**src/rtl/aoc_pkg.sv**
```systemverilog
// Shared definitions for the digit selection engine: one-hot state encoding,
// the width helper and the BCD digit limit.
package aoc_pkg;

  localparam int unsigned BCD_MAX = 9;

  localparam int unsigned ST_W = 5;
  localparam logic [ST_W-1:0] ST_IDLE  = 5'b00001;
  localparam logic [ST_W-1:0] ST_LOAD  = 5'b00010;
  localparam logic [ST_W-1:0] ST_SCAN  = 5'b00100;
  localparam logic [ST_W-1:0] ST_ACCUM = 5'b01000;
  localparam logic [ST_W-1:0] ST_DONE  = 5'b10000;

  typedef enum logic [ST_W-1:0] {
    S_IDLE  = ST_IDLE,
    S_LOAD  = ST_LOAD,
    S_SCAN  = ST_SCAN,
    S_ACCUM = ST_ACCUM,
    S_DONE  = ST_DONE
  } state_t;

  // Bits needed to index v entries; never returns less than 1.
  function automatic int unsigned clog2(input int unsigned v);
    int unsigned r;
    r = 0;
    for (int unsigned x = 1; x < v; x = x << 1) r++;
    return (r == 0) ? 1 : r;
  endfunction

endpackage

```
**src/rtl/digit_line_buf.sv**
```systemverilog
// Line storage: MAX_LEN x 4-bit register file, synchronous write, combinational read.
module digit_line_buf
  import aoc_pkg::*;
#(
  parameter int unsigned MAX_LEN = 128,
  parameter int unsigned AW      = clog2(MAX_LEN)
) (
  input  logic          sysclk,
  input  logic          we,
  input  logic [AW-1:0] waddr,
  input  logic [3:0]    wdata,
  input  logic [AW-1:0] raddr,
  output logic [3:0]    rdata
);

  logic [3:0] mem [MAX_LEN];

  always_ff @(posedge sysclk) begin
    if (we) mem[waddr] <= wdata;
  end

  assign rdata = mem[raddr];

endmodule

```
**src/rtl/digit_select_engine.sv**
```systemverilog
// Greedy largest-K-digit subsequence per line, summed over a job of lines.
// Optional macro DIGIT_SEL_EARLY9_EN ends a scan window as soon as a 9 is found.
module digit_select_engine
  import aoc_pkg::*;
#(
  parameter int unsigned MAX_LEN   = 128,
  parameter int unsigned MAX_K     = 16,
  parameter int unsigned MAX_LINES = 4096,
  parameter int unsigned ACC_W     = 64
) (
  input  logic                            sysclk,
  input  logic                            reset,
  input  logic                            cfg_valid,
  output logic                            cfg_ready,
  input  logic [clog2(MAX_K+1)-1:0]       cfg_k,
  input  logic [clog2(MAX_LINES+1)-1:0]   cfg_lines,
  input  logic                            in_valid,
  output logic                            in_ready,
  input  logic [3:0]                      in_digit,
  input  logic                            in_last,
  output logic                            res_valid,
  input  logic                            res_ready,
  output logic [ACC_W-1:0]                res_sum,
  output logic                            res_ovf,
  output logic                            err,
  output logic                            busy
);

  localparam int unsigned KW  = clog2(MAX_K + 1);
  localparam int unsigned LNW = clog2(MAX_LINES + 1);
  localparam int unsigned AW  = clog2(MAX_LEN);
  localparam int unsigned LW  = clog2(MAX_LEN + 1);

  state_t            state;
  logic [KW-1:0]     k_r, j;
  logic [LNW-1:0]    lines_left;
  logic [LW-1:0]     len, p, lo, hi, max_pos;
  logic [3:0]        max_d;
  logic [ACC_W-1:0]  line_v;

  logic              in_fire, buf_we, better, win_end;
  logic [3:0]        rd_digit, cur_max;
  logic [LW-1:0]     cur_pos, len_nxt;
  logic [ACC_W-1:0]  line_x10, line_nxt;
  logic [ACC_W:0]    sum_ext;

  assign cfg_ready = (state == S_IDLE) & ~reset;
  assign in_fire   = (state == S_LOAD) & in_valid & in_ready;
  assign buf_we    = in_fire & (len < LW'(MAX_LEN));
  assign len_nxt   = (len < LW'(MAX_LEN)) ? len + LW'(1) : len;

  digit_line_buf #(.MAX_LEN(MAX_LEN), .AW(AW)) u_buf (
    .sysclk (sysclk),
    .we     (buf_we),
    .waddr  (AW'(len)),
    .wdata  ((in_digit > 4'(BCD_MAX)) ? 4'd0 : in_digit),
    .raddr  (AW'(p)),
    .rdata  (rd_digit)
  );

  // Strict compare keeps the earliest maximum; the first window slot always seeds it.
  assign better  = (p == lo) || (rd_digit > max_d);
  assign cur_max = better ? rd_digit : max_d;
  assign cur_pos = better ? p : max_pos;

`ifdef DIGIT_SEL_EARLY9_EN
  assign win_end = (p == hi) || (cur_max == 4'(BCD_MAX));
`else
  assign win_end = (p == hi);
`endif

  assign line_x10 = (line_v << 3) + (line_v << 1);
  assign line_nxt = line_x10 + ACC_W'(cur_max);
  assign sum_ext  = {1'b0, res_sum} + {1'b0, line_v};

  always_ff @(posedge sysclk) begin
    if (reset) begin
      state      <= S_IDLE;
      in_ready   <= 1'b0;
      res_valid  <= 1'b0;
      res_sum    <= '0;
      res_ovf    <= 1'b0;
      err        <= 1'b0;
      busy       <= 1'b0;
      k_r        <= '0;
      j          <= '0;
      lines_left <= '0;
      len        <= '0;
      p          <= '0;
      lo         <= '0;
      hi         <= '0;
      max_pos    <= '0;
      max_d      <= '0;
      line_v     <= '0;
    end else begin
      unique case (state)
        S_IDLE: begin
          if (cfg_valid) begin
            k_r        <= cfg_k;
            lines_left <= cfg_lines;
            res_sum    <= '0;
            res_ovf    <= 1'b0;
            err        <= 1'b0;
            busy       <= 1'b1;
            len        <= '0;
            line_v     <= '0;
            if (cfg_lines == '0) begin
              state     <= S_DONE;
              res_valid <= 1'b1;
            end else begin
              state    <= S_LOAD;
              in_ready <= 1'b1;
            end
          end
        end

        S_LOAD: begin
          if (in_fire) begin
            len <= len_nxt;
            if ((in_digit > 4'(BCD_MAX)) || (len == LW'(MAX_LEN))) err <= 1'b1;
            if (in_last) begin
              in_ready <= 1'b0;
              if (32'(len_nxt) < 32'(k_r)) err <= 1'b1;
              if ((k_r == '0) || (32'(len_nxt) < 32'(k_r))) begin
                line_v <= '0;
                state  <= S_ACCUM;
              end else begin
                state <= S_SCAN;
                j     <= '0;
                p     <= '0;
                lo    <= '0;
                hi    <= len_nxt - LW'(k_r);
              end
            end
          end
        end

        S_SCAN: begin
          max_d   <= cur_max;
          max_pos <= cur_pos;
          if (win_end) begin
            line_v <= line_nxt;
            if (j == k_r - KW'(1)) begin
              state <= S_ACCUM;
            end else begin
              j  <= j + KW'(1);
              lo <= cur_pos + LW'(1);
              p  <= cur_pos + LW'(1);
              hi <= hi + LW'(1);
            end
          end else begin
            p <= p + LW'(1);
          end
        end

        S_ACCUM: begin
          res_sum    <= sum_ext[ACC_W-1:0];
          if (sum_ext[ACC_W]) res_ovf <= 1'b1;
          line_v     <= '0;
          len        <= '0;
          lo         <= '0;
          lines_left <= lines_left - LNW'(1);
          if (lines_left == LNW'(1)) begin
            state     <= S_DONE;
            res_valid <= 1'b1;
          end else begin
            state    <= S_LOAD;
            in_ready <= 1'b1;
          end
        end

        S_DONE: begin
          if (res_ready) begin
            state     <= S_IDLE;
            res_valid <= 1'b0;
            busy      <= 1'b0;
          end
        end

        default: state <= S_IDLE;
      endcase
    end
  end

endmodule

```
**config.mk**
```make
export PLATFORM = sky130hd
export DESIGN_NAME = digit_select_engine
export DESIGN_NICKNAME = d
export VERILOG_FILES = /design/src/rtl/aoc_pkg.sv /design/src/rtl/digit_line_buf.sv /design/src/rtl/digit_select_engine.sv
export SDC_FILE = /design/constraint.sdc
export NUM_CORES = 1
export LEC_CHECK = 0
export CORE_MARGIN = 2
export CORE_UTILIZATION = 53
export CTS_BUF_LIST = sky130_fd_sc_hd__clkbuf_4
export CTS_CLUSTER_DIAMETER = 30
export DETAILED_ROUTE_END_ITERATION = 16
export PLACE_DENSITY = 0.7
export SYNTH_ARGS = -nofsm -noshare
export SYNTH_HDL_FRONTEND = slang
export SYNTH_HIERARCHICAL = 1
export SYNTH_SLANG_ARGS = --single-unit
```
**constraint.sdc**
```tcl
create_clock -name sysclk -period 23.8 [get_ports sysclk]
set_input_delay 4.76 -clock sysclk [delete_from_list [all_inputs] [get_ports sysclk]]
set_output_delay 4.76 -clock sysclk [all_outputs]
set_load 0.02 [all_outputs]
```
* Yosys cells after proc, flatten, opt, wreduce, memory -nomap -nowiden
Memories as Yosys holds them, arrays and structs flattened. A register that Yosys moved wholly into a read port is not among the register bits. Cells that the tools add are included.
Word-level totals: flip-flop bits (word level) 205, logic and storage cells 160, output and inout port bits 70, bits of input ports 28, bits in writable memories 512, latch bits 0, memories 1, ROM bits 0
Cells by class: shift operators 0, magnitude comparators 4, multiply operators 0, add/subtract/negate cells 11, eq/ne operators 25, div/mod/pow operators 0, bitwise operators 5, reduce and logical (&&, ||, !) cells 26, mux-type cells 71
Memories:
- u_buf.mem | depth 128, width 4, read ports 1, clocked after Yosys merged registers in 1, wr ports 1, RTL line digit_line_buf.sv:16 | logic [3:0] mem [MAX_LEN];
Operators by type and width (count):
- 64-bit two-way mux | 5
- 64-bit one-hot mux with 4 select lines | 1
- 64-bit one-hot mux with 2 select lines | 1
- 8-bit two-way mux | 15
- 64-bit by 64-bit adder with 65-bit output | 1
- 5-bit two-way mux | 13
- 64-bit by 4-bit adder with 64-bit output | 1
- 64-bit adder | 1
- 8-bit one-hot mux with 3 select lines | 2
- 8-bit by 1-bit adder with 8-bit output, second input constant | 4
- 8-bit one-hot mux with 2 select lines | 2
- 6-bit AND reduction | 5
- 13-bit one-hot mux with 2 select lines | 1
- 5-bit one-hot mux with 5 select lines | 1
- 2-bit inequality test, second input constant | 12
- 1-bit two-way mux | 18
- 8-bit == test | 2
- 7-bit two-way mux | 2
- 13-bit by 1-bit == test with 1-bit output, second input constant | 1
- 13-bit zero test | 1
- 13-bit two-way mux | 1
- 13-bit by 1-bit subtractor with 13-bit output, second input constant | 1
- 4-bit two-way mux | 3
- 3-bit AND reduction | 4
- other kinds (28) | 44

* Depth between registers and ports, before layout
Gate-level depths: netlist of run 1.
depth after elaboration 10, mapped depth 32, mapped depth without buffers 29

* By module
Netlist of run 1, hierarchy kept.
By module, submodules not included:
- digit_line_buf | seq. area each 15374.7 um2, cells each 904, area an instance 20113.0 um2, times used 1
- digit_select_engine | seq. area each 4103.9 um2, cells each 2157, area an instance 16842.4 um2, times used 1

* Least setup slack after synthesis of run 1
OpenSTA, ideal clock, no wires.
path kind input -> register, start point input port in_digit[1], end point memory u_buf.mem[0][3], data pin, data arrival time 9.964 ns, slack 12.618 ns, library setup time 1.218 ns, stages on the path 1, buffers on the path 0, cells stage by stage nor3b_1
Between the ends: word-level cells in the longest chain between the ends 2
Ends and longest elaborated chain:
- from (decl) | RTL line digit_select_engine.sv:19 | input logic [3:0] in_digit,
- 4-bit greater-than comparator | RTL line digit_select_engine.sv:56 | .wdata ((in_digit > 4'(BCD_MAX)) ? 4'd0 : in_digit),
- 4-bit two-way mux | RTL line digit_select_engine.sv:56
- to (decl) | RTL line digit_line_buf.sv:16
No other way between the ends.

* Final worst setup path of run 1
start point input port reset, end point output port cfg_ready
Between the ends: word-level cells in the longest chain between the ends 2
Ends and longest elaborated chain:
- from (decl) | RTL line digit_select_engine.sv:12 | input logic reset,
- 1-bit inverter | RTL line digit_select_engine.sv:47 | assign cfg_ready = (state == S_IDLE) & ~reset;
- 1-bit AND | RTL line digit_select_engine.sv:47
- to (decl) | RTL line digit_select_engine.sv:14 | output logic cfg_ready,
No other way between the ends.

==> flow_summary.toml, run 1 <==
[clock_network]
post_cts.resized_instances = 0
htree_num_levels = 4
post_cts_buffers = 0
clk_latency_ps = 1070
root_buffer = "clkbuf_4"
cts.reportedPaths.clkPinSlew_ps = 50
clock_tree.buffer_depth = 3
hold_buffers = 0
cts_tree = "done"
cts_buffers = 193
clock_sinks = 717

[sta]
rsz0062_at_grt = "no"
setup_viol = 0
setup-tns-final_ps = 0
hold_viol_final = 0
worst-slew-pin-transition_ps = 1351
worst_clock_skew_ps = 78.23
post-route-worst-setup-slack_ps = 13280
final-max-slew-violation-count = 0
finalCritPeriodShare_pct = 44.19
slew-limit-headroom_pct = 9.673
fmax_ghz = 0.09508
min_clock_period_post_route_ps = 10520

[synth]
synth-edff-count = 512
synth.most_common_cell = "edfxtp_1"
synth_top_cell_by_area = "edfxtp_1"
synth.avg_cell_area_um2 = 12.07
synth-async-reset-ratio_pct = 0
synth.net_count = 3297
ys_top_cells_by_area = "edfxtp_1 42%, dfxtp_1 11%, mux4_2 10%, ha_1 6.9%, nor2_1 3.3%"
synth_flop_type = "edfxtp_1"
syn-instance-count = 3061
cell_area_synth_mm2 = 0.03696
ys_seq_elements = 717
number_of_synthesis_warnings = 6
synthDistinctLibCells = 78
synth_seq_area_share_pct = 52.71
netlist_top_cells_count = "512 x edfxtp_1, 322 x nor2_1, 224 x a21oi_1, 205 x dfxtp_1, 204 x ha_1"
netlist.area_leader.share_pct = 41.60

[detailed_routing]
via_count = 26162
first_pass_iteration_count_of_the_detailed_router = 6
route.final.wire_length_mm = 90.87
drtIter0Drc = 2341
drcViolationCount = 0
antenna_left = 0
wl_per_cell_um = 21.20
avgViaCountPerCell = 6.103

[critical_path]
worst_ep_required_time_ps = 19040
crit_path_max_fanout = 25
cp.arrival_ps = 5760
critical_path.top_delay_family = "buffers and inverters"
reg2regPathDepth = 29
criticalPathCategory = "in2out"
cp_num_buf_inv = 2
cp_slowest_cell = "clkdlybuf4s50_1"
timing.critical_path.cells = "buf_4 > nor2_1 > clkdlybuf4s50_1"
rrSetupSlack_ps = 14120
crit_cells = 3
worstReg2RegStart = "p[0]$_SDFFE_PP0P_"
crit-reg2reg-capture = "line_v[59]$_SDFFE_PP0P_"
cp_slowest_stage_delay_ps = 620
critPathCaptureType = "output port"
worstSetupStartpointType = "input pin"
crit_path_start = "reset"
endpoint = "cfg_ready"

[final_layout]
flow.area_growth_from_synthesis_pct = 11.63
finalCoreUtilization_pct = 59.94
drive_gt1_share_pct = 16.58
fin_nets = 3448

[power_and_ir_drop]
power.internal_mw = 2.022
seq_power_share_pct = 50.0
leakage_nw = 14.25
power_switching_mw = 0.7083
ir_drop_worst_case_vdd_v = 0.00007448
swShare_pct = 25.94
comb_power_share_pct = 9.1
power_density_relative_to_cell_area_mw_per_mm2 = 66.19
clock_group_share_of_total_power_pct = 40.9

[die]
die_width_um = 268.1
fp.dieH_um = 268.1
pin_count = 98
floorplan_die_area_mm2 = 0.07186
num_rows = 96
core_mm2 = 0.06883
start_util_pct = 53.69

[status]
outcome = "finished, final reports clean"

[worst_hold_path]
hold_path_class = "reg2reg"

[placement]
place.gp.congestion = 0.9198
place_worst_setup_slack_ps = 13290
buffer_ports.inserted = 97
place_hpwl_mm = 61.98

[global_routing]
grt_util_all_layers_pct = 25.78
initial_antenna_violation_count = 2
grt_first_pass_wirelength_mm = 144.3
grt.overflow.total = 0
grt_max_degree = 101
number_of_global_route_vias_before_repair = 26341

[job]
max_cap_viol_count = 0
==> sequential cells by signal (all words and copies together), names as in the netlist, 8 cells and up <==
signal,cells
lo,8
lines_left,13
res_sum,64
u_buf/mem,512
p,8
hi,8
line_v,64
len,8
max_pos,8
==> metrics by stage <==
step	hold slack, ps	area, um^2	total power, mW	std cells
floorplan	444.4	36960	1.561	3061
global route	485.2	41250	2.849	4287
CTS	466.2	41250	2.760	4285
detailed placement	460.3	38690	1.637	3948
global placement	454.9	38690	1.630	3948
finish	466.4	41250	2.730	4287
==> layer usage <==
metal / GRT usage (%) / vias up / wire, um
met5: 0 / - / 13
met4: 10.21 / 2 / 2538
met3: 4.692 / 201 / 5914
met2: 42.90 / 985 / 44750
met1: 33.62 / 12847 / 37660
li1: - / 12127 / -
==> power by group through the flow <==
stage / Sequential (mW) / Clock, mW / Combinational [mW]
after floorplan: 1.39 / 0 / 0.172
after global placement: 1.39 / 0 / 0.240
after detailed placement: 1.39 / 0 / 0.246
after CTS: 1.36 / 1.15 / 0.248
after global routing: 1.37 / 1.21 / 0.271
final: 1.37 / 1.12 / 0.248
==> logic make-up after synthesis <==
family / share of synthesized area, %
xor gates and xnor gates: 4.029
buffers and inverters: 2.414
AOI/OAI and AO/OA: 12.08
muxes: 10.98
and+or+nand+nor: 10.66
DFF: 52.71
adders and majority gates: 7.124
==> tightest hold or removal path: cells and delay by family (launching register included) <==
family,cells,cell delay (ps)
flops,1,320
simple gates,1,50
compound gates,1,50
==> worst min-delay path by stage <==
| stage | start | endpoint | slack, ps | depth (start not counted) |
|---|---|---|---|---|
| global route | lo[7]$_SDFFE_PP0P_ | lo[7]$_SDFFE_PP0P_ | 490 | 2 |
| floorplan | lo[4]$_SDFFE_PP0P_ | lo[4]$_SDFFE_PP0P_ | 440 | 2 |
| CTS | lo[7]$_SDFFE_PP0P_ | lo[7]$_SDFFE_PP0P_ | 470 | 2 |
| global placement | lo[7]$_SDFFE_PP0P_ | lo[7]$_SDFFE_PP0P_ | 450 | 2 |
| finish | lo[7]$_SDFFE_PP0P_ | lo[7]$_SDFFE_PP0P_ | 470 | 2 |
| detailed placement | lo[7]$_SDFFE_PP0P_ | lo[7]$_SDFFE_PP0P_ | 460 | 2 |
==> final cells by class <==
class	count	area, um^2
fillers	5446	27570
multi-input cells	2114	16620
repair buffers	127	1194
flip-flops and latches	717	19490
diodes	2	5.005
inverters	59	221.5
well taps	931	1165
clock buffers	265	1989
clock inverters	72	568.0
==> cells in the final DEF, fill, tap and decap left out, types with 14 or more instances in the layout <==
master and instances:
o21bai_1 30, a211oi_1 23, a22oi_1 43, nor3_1 49
mux4_2 168, a22o_1 39, edfxtp_1 512, a21oi_1 224
xor2_1 72, clkinv_1 30, a21o_1 75, nand4_1 56
nor2b_1 26, nand3_1 65, nand2b_1 27, o21ai_0 137
nand2_1 183, or3_1 14, a31oi_1 21, dfxtp_1 201
and2_1 14, xnor2_1 98, buf_4 31, o21a_1 15
and3_1 20, clkbuf_4 265, inv_1 59, clkdlybuf4s50_1 96
mux2i_1 16, ha_1 204, clkinv_2 22, nor2_1 319
o31ai_1 15
No activity file was read; power rests on OpenSTA's default activity.
==> run 2, diff against run 1 <==
==> constraint.sdc (replaced) <==
create_clock -name sysclk -period 10.4 [get_ports sysclk]
set_input_delay 2.08 -clock sysclk [delete_from_list [all_inputs] [get_ports sysclk]]
set_output_delay 2.08 -clock sysclk [all_outputs]
set_load 0.02 [all_outputs]
==> run 2 against run 1 <==
Against the previous run: worst setup slack worse by 11000 ps; clock skew is 21 ps higher; die area unchanged; sequential share of layout area grew 0.15 points; critical path depth rose by 27; non-clock buffer count rose by 1; critical path type is now reg2reg; largest power group unchanged; highest routed layer is now met4.
==> flow_summary.toml, run 2 (synthesis results as in run 1) <==
[status]
outcome = "finished, final reports clean"

[power_and_ir_drop]
swShare_pct = 26.29
power_switching_mw = 1.609
design_power_total_mw = 6.121
comb_power_share_pct = 9.1
power_density_relative_to_cell_area_mw_per_mm2 = 148.8
ir_drop_worst_case_vdd_v = 0.0001199
clock_group_share_of_total_power_pct = 39.7
seq_power_share_pct = 51.2
power.internal_mw = 4.512
leakage_nw = 14.17

[job]
max_cap_viol_count = 0

[sta]
finalCritPeriodShare_pct = 78.44
min_clock_period_post_route_ps = 8158
final-max-slew-violation-count = 0
fmax_ghz = 0.1226
rsz0062_at_grt = "no"
setup-tns-final_ps = 0
whs_ps = 467.0
slew-limit-headroom_pct = 10.11
worst_clock_skew_ps = 99.07
hold_viol_final = 0
setup_viol = 0
worst-slew-pin-transition_ps = 1347

[detailed_routing]
avgViaCountPerCell = 6.128
via_count = 26184
wl_per_cell_um = 21.71
drtIter0Drc = 2585
first_pass_iteration_count_of_the_detailed_router = 6
drcViolationCount = 0
route.final.wire_length_mm = 92.75
antenna_left = 0

[die]
pin_count = 98
floorplan_die_area_mm2 = 0.07186
die_width_um = 268.1
num_rows = 96
start_util_pct = 53.69
fp.dieH_um = 268.1
core_mm2 = 0.06883

[final_layout]
drive_gt1_share_pct = 16.31
stdcell_count = 4273
layout_commonest_cell = "edfxtp_1"
largest_register_ff_count = 512
flow.area_growth_from_synthesis_pct = 11.28
most-common-layout-cells = "512 x edfxtp_1, 319 x nor2_1, 257 x clkbuf_4"
most_flops_register = "u_buf/mem"
fin_nets = 3442
biggestRegsByFlops = "u_buf/mem (512), line_v (64), res_sum (64)"
layout.cell_area.non_filler_mm2 = 0.04112

[critical_path]
cp_slowest_cell = "dfxtp_4"
cp_slowest_stage_delay_ps = 900
crit_path_max_fanout = 43
critPathCaptureType = "flip-flop"
criticalPathCategory = "reg2reg"
worst_ep_required_time_ps = 11280
worstSetupStartpointType = "flip-flop"
cp_num_buf_inv = 3
cp.arrival_ps = 9040
critical_path.top_delay_family = "compound AO/OA/AOI/OAI gates"

[clock_network]
htree_num_levels = 4
root_buffer = "clkbuf_4"
hold_buffers = 0
clock_tree.buffer_depth = 3
clk_latency_ps = 1070
clock_sinks = 717
post_cts_buffers = 0
post_cts.resized_instances = 0
cts_buffers = 186
cts_tree = "done"
cts.reportedPaths.clkPinSlew_ps = 70

[placement]
buffer_ports.inserted = 97
numPlacedInstances = 3949
place_hpwl_mm = 63.78
place.gp.congestion = 0.9289
placedInstanceArea_mm2 = 0.03874

[global_routing]
number_of_global_route_vias_before_repair = 26194
grt_util_all_layers_pct = 26.21
initial_antenna_violation_count = 1
grt.overflow.total = 0
grt_first_pass_wirelength_mm = 146.6
grt_max_degree = 109

[worst_hold_path]
hold_path_class = "reg2reg"
[run 2: cell count changes in the layout (fill, tap and decap cells not counted)]
| cell | before | now |
|---|---|---|
| clkinvlp_4 | 0 | 1 |
| bufinv_16 | 6 | 3 |
| clkinv_2 | 22 | 21 |
| inv_8 | 4 | 1 |
| inv_6 | 3 | 5 |
| clkbuf_4 | 265 | 257 |
| buf_4 | 31 | 29 |
| clkinv_1 | 30 | 28 |
| diode_2 | 2 | 1 |
| buf_12 | 0 | 3 |
[run 2: layer usage]
metal | track usage (%) | routed length (um) | share of wire, %
met2 | 42.41 | 44720 | 48
met1 | 35.78 | 40120 | 43
met4 | 8.697 | 1863 | 2.0
met5 | 0 | 0 | 0
met3 | 4.976 | 6046 | 6.5
[run 2: area by class of cell]
| class | instances | area, um^2 |
|---|---|---|
| Fill cell | 5482 | 27700 |
| Sequential cell | 717 | 19490 |
| Multi-Input combinational cell | 2114 | 16620 |
| Clock buffer | 257 | 1929 |
| Timing Repair Buffer | 128 | 1239 |
| Tap cell | 931 | 1165 |
| Clock inverter | 66 | 456.7 |
| Inverter | 59 | 221.5 |
| Antenna cell | 1 | 2.502 |
[run 2: final timing paths]
path,from,endpoint,slack [ps],cells past startpoint
max reg2reg,p[0]$_SDFFE_PP0P_,line_v[60]$_SDFFE_PP0P_,2240,30
min reg2reg,lo[4]$_SDFFE_PP0P_,lo[4]$_SDFFE_PP0P_,470,2
max,p[0]$_SDFFE_PP0P_,line_v[60]$_SDFFE_PP0P_,2240,30
min,lo[4]$_SDFFE_PP0P_,lo[4]$_SDFFE_PP0P_,470,2
[run 2: worst min-delay path, cell delays in order (launching register included)]
cell and delay (ps):
dfxtp_1 320, nand2_1 50, a21oi_1 50
[run 2: power by group through the flow]
| stage | Combinational, mW | Sequential (mW) | Clock (mW) |
|---|---|---|---|
| 6_report | 0.559 | 3.13 | 2.43 |
| 2_1_floorplan | 0.394 | 3.18 | 0 |
| 4_1_cts | 0.558 | 3.13 | 2.50 |
| 3_5_place_dp | 0.557 | 3.19 | 0 |
| 3_3_place_gp | 0.544 | 3.19 | 0 |
| 5_1_grt | 0.612 | 3.14 | 2.64 |
[run 2: per-stage QoR]
step                setup WS, ps  util [%]
finish                      2242     59.75
global route                1747     59.75
CTS                         2226     59.75
detailed placement          2256     56.28
global placement            2348     56.28
floorplan                   1898         -
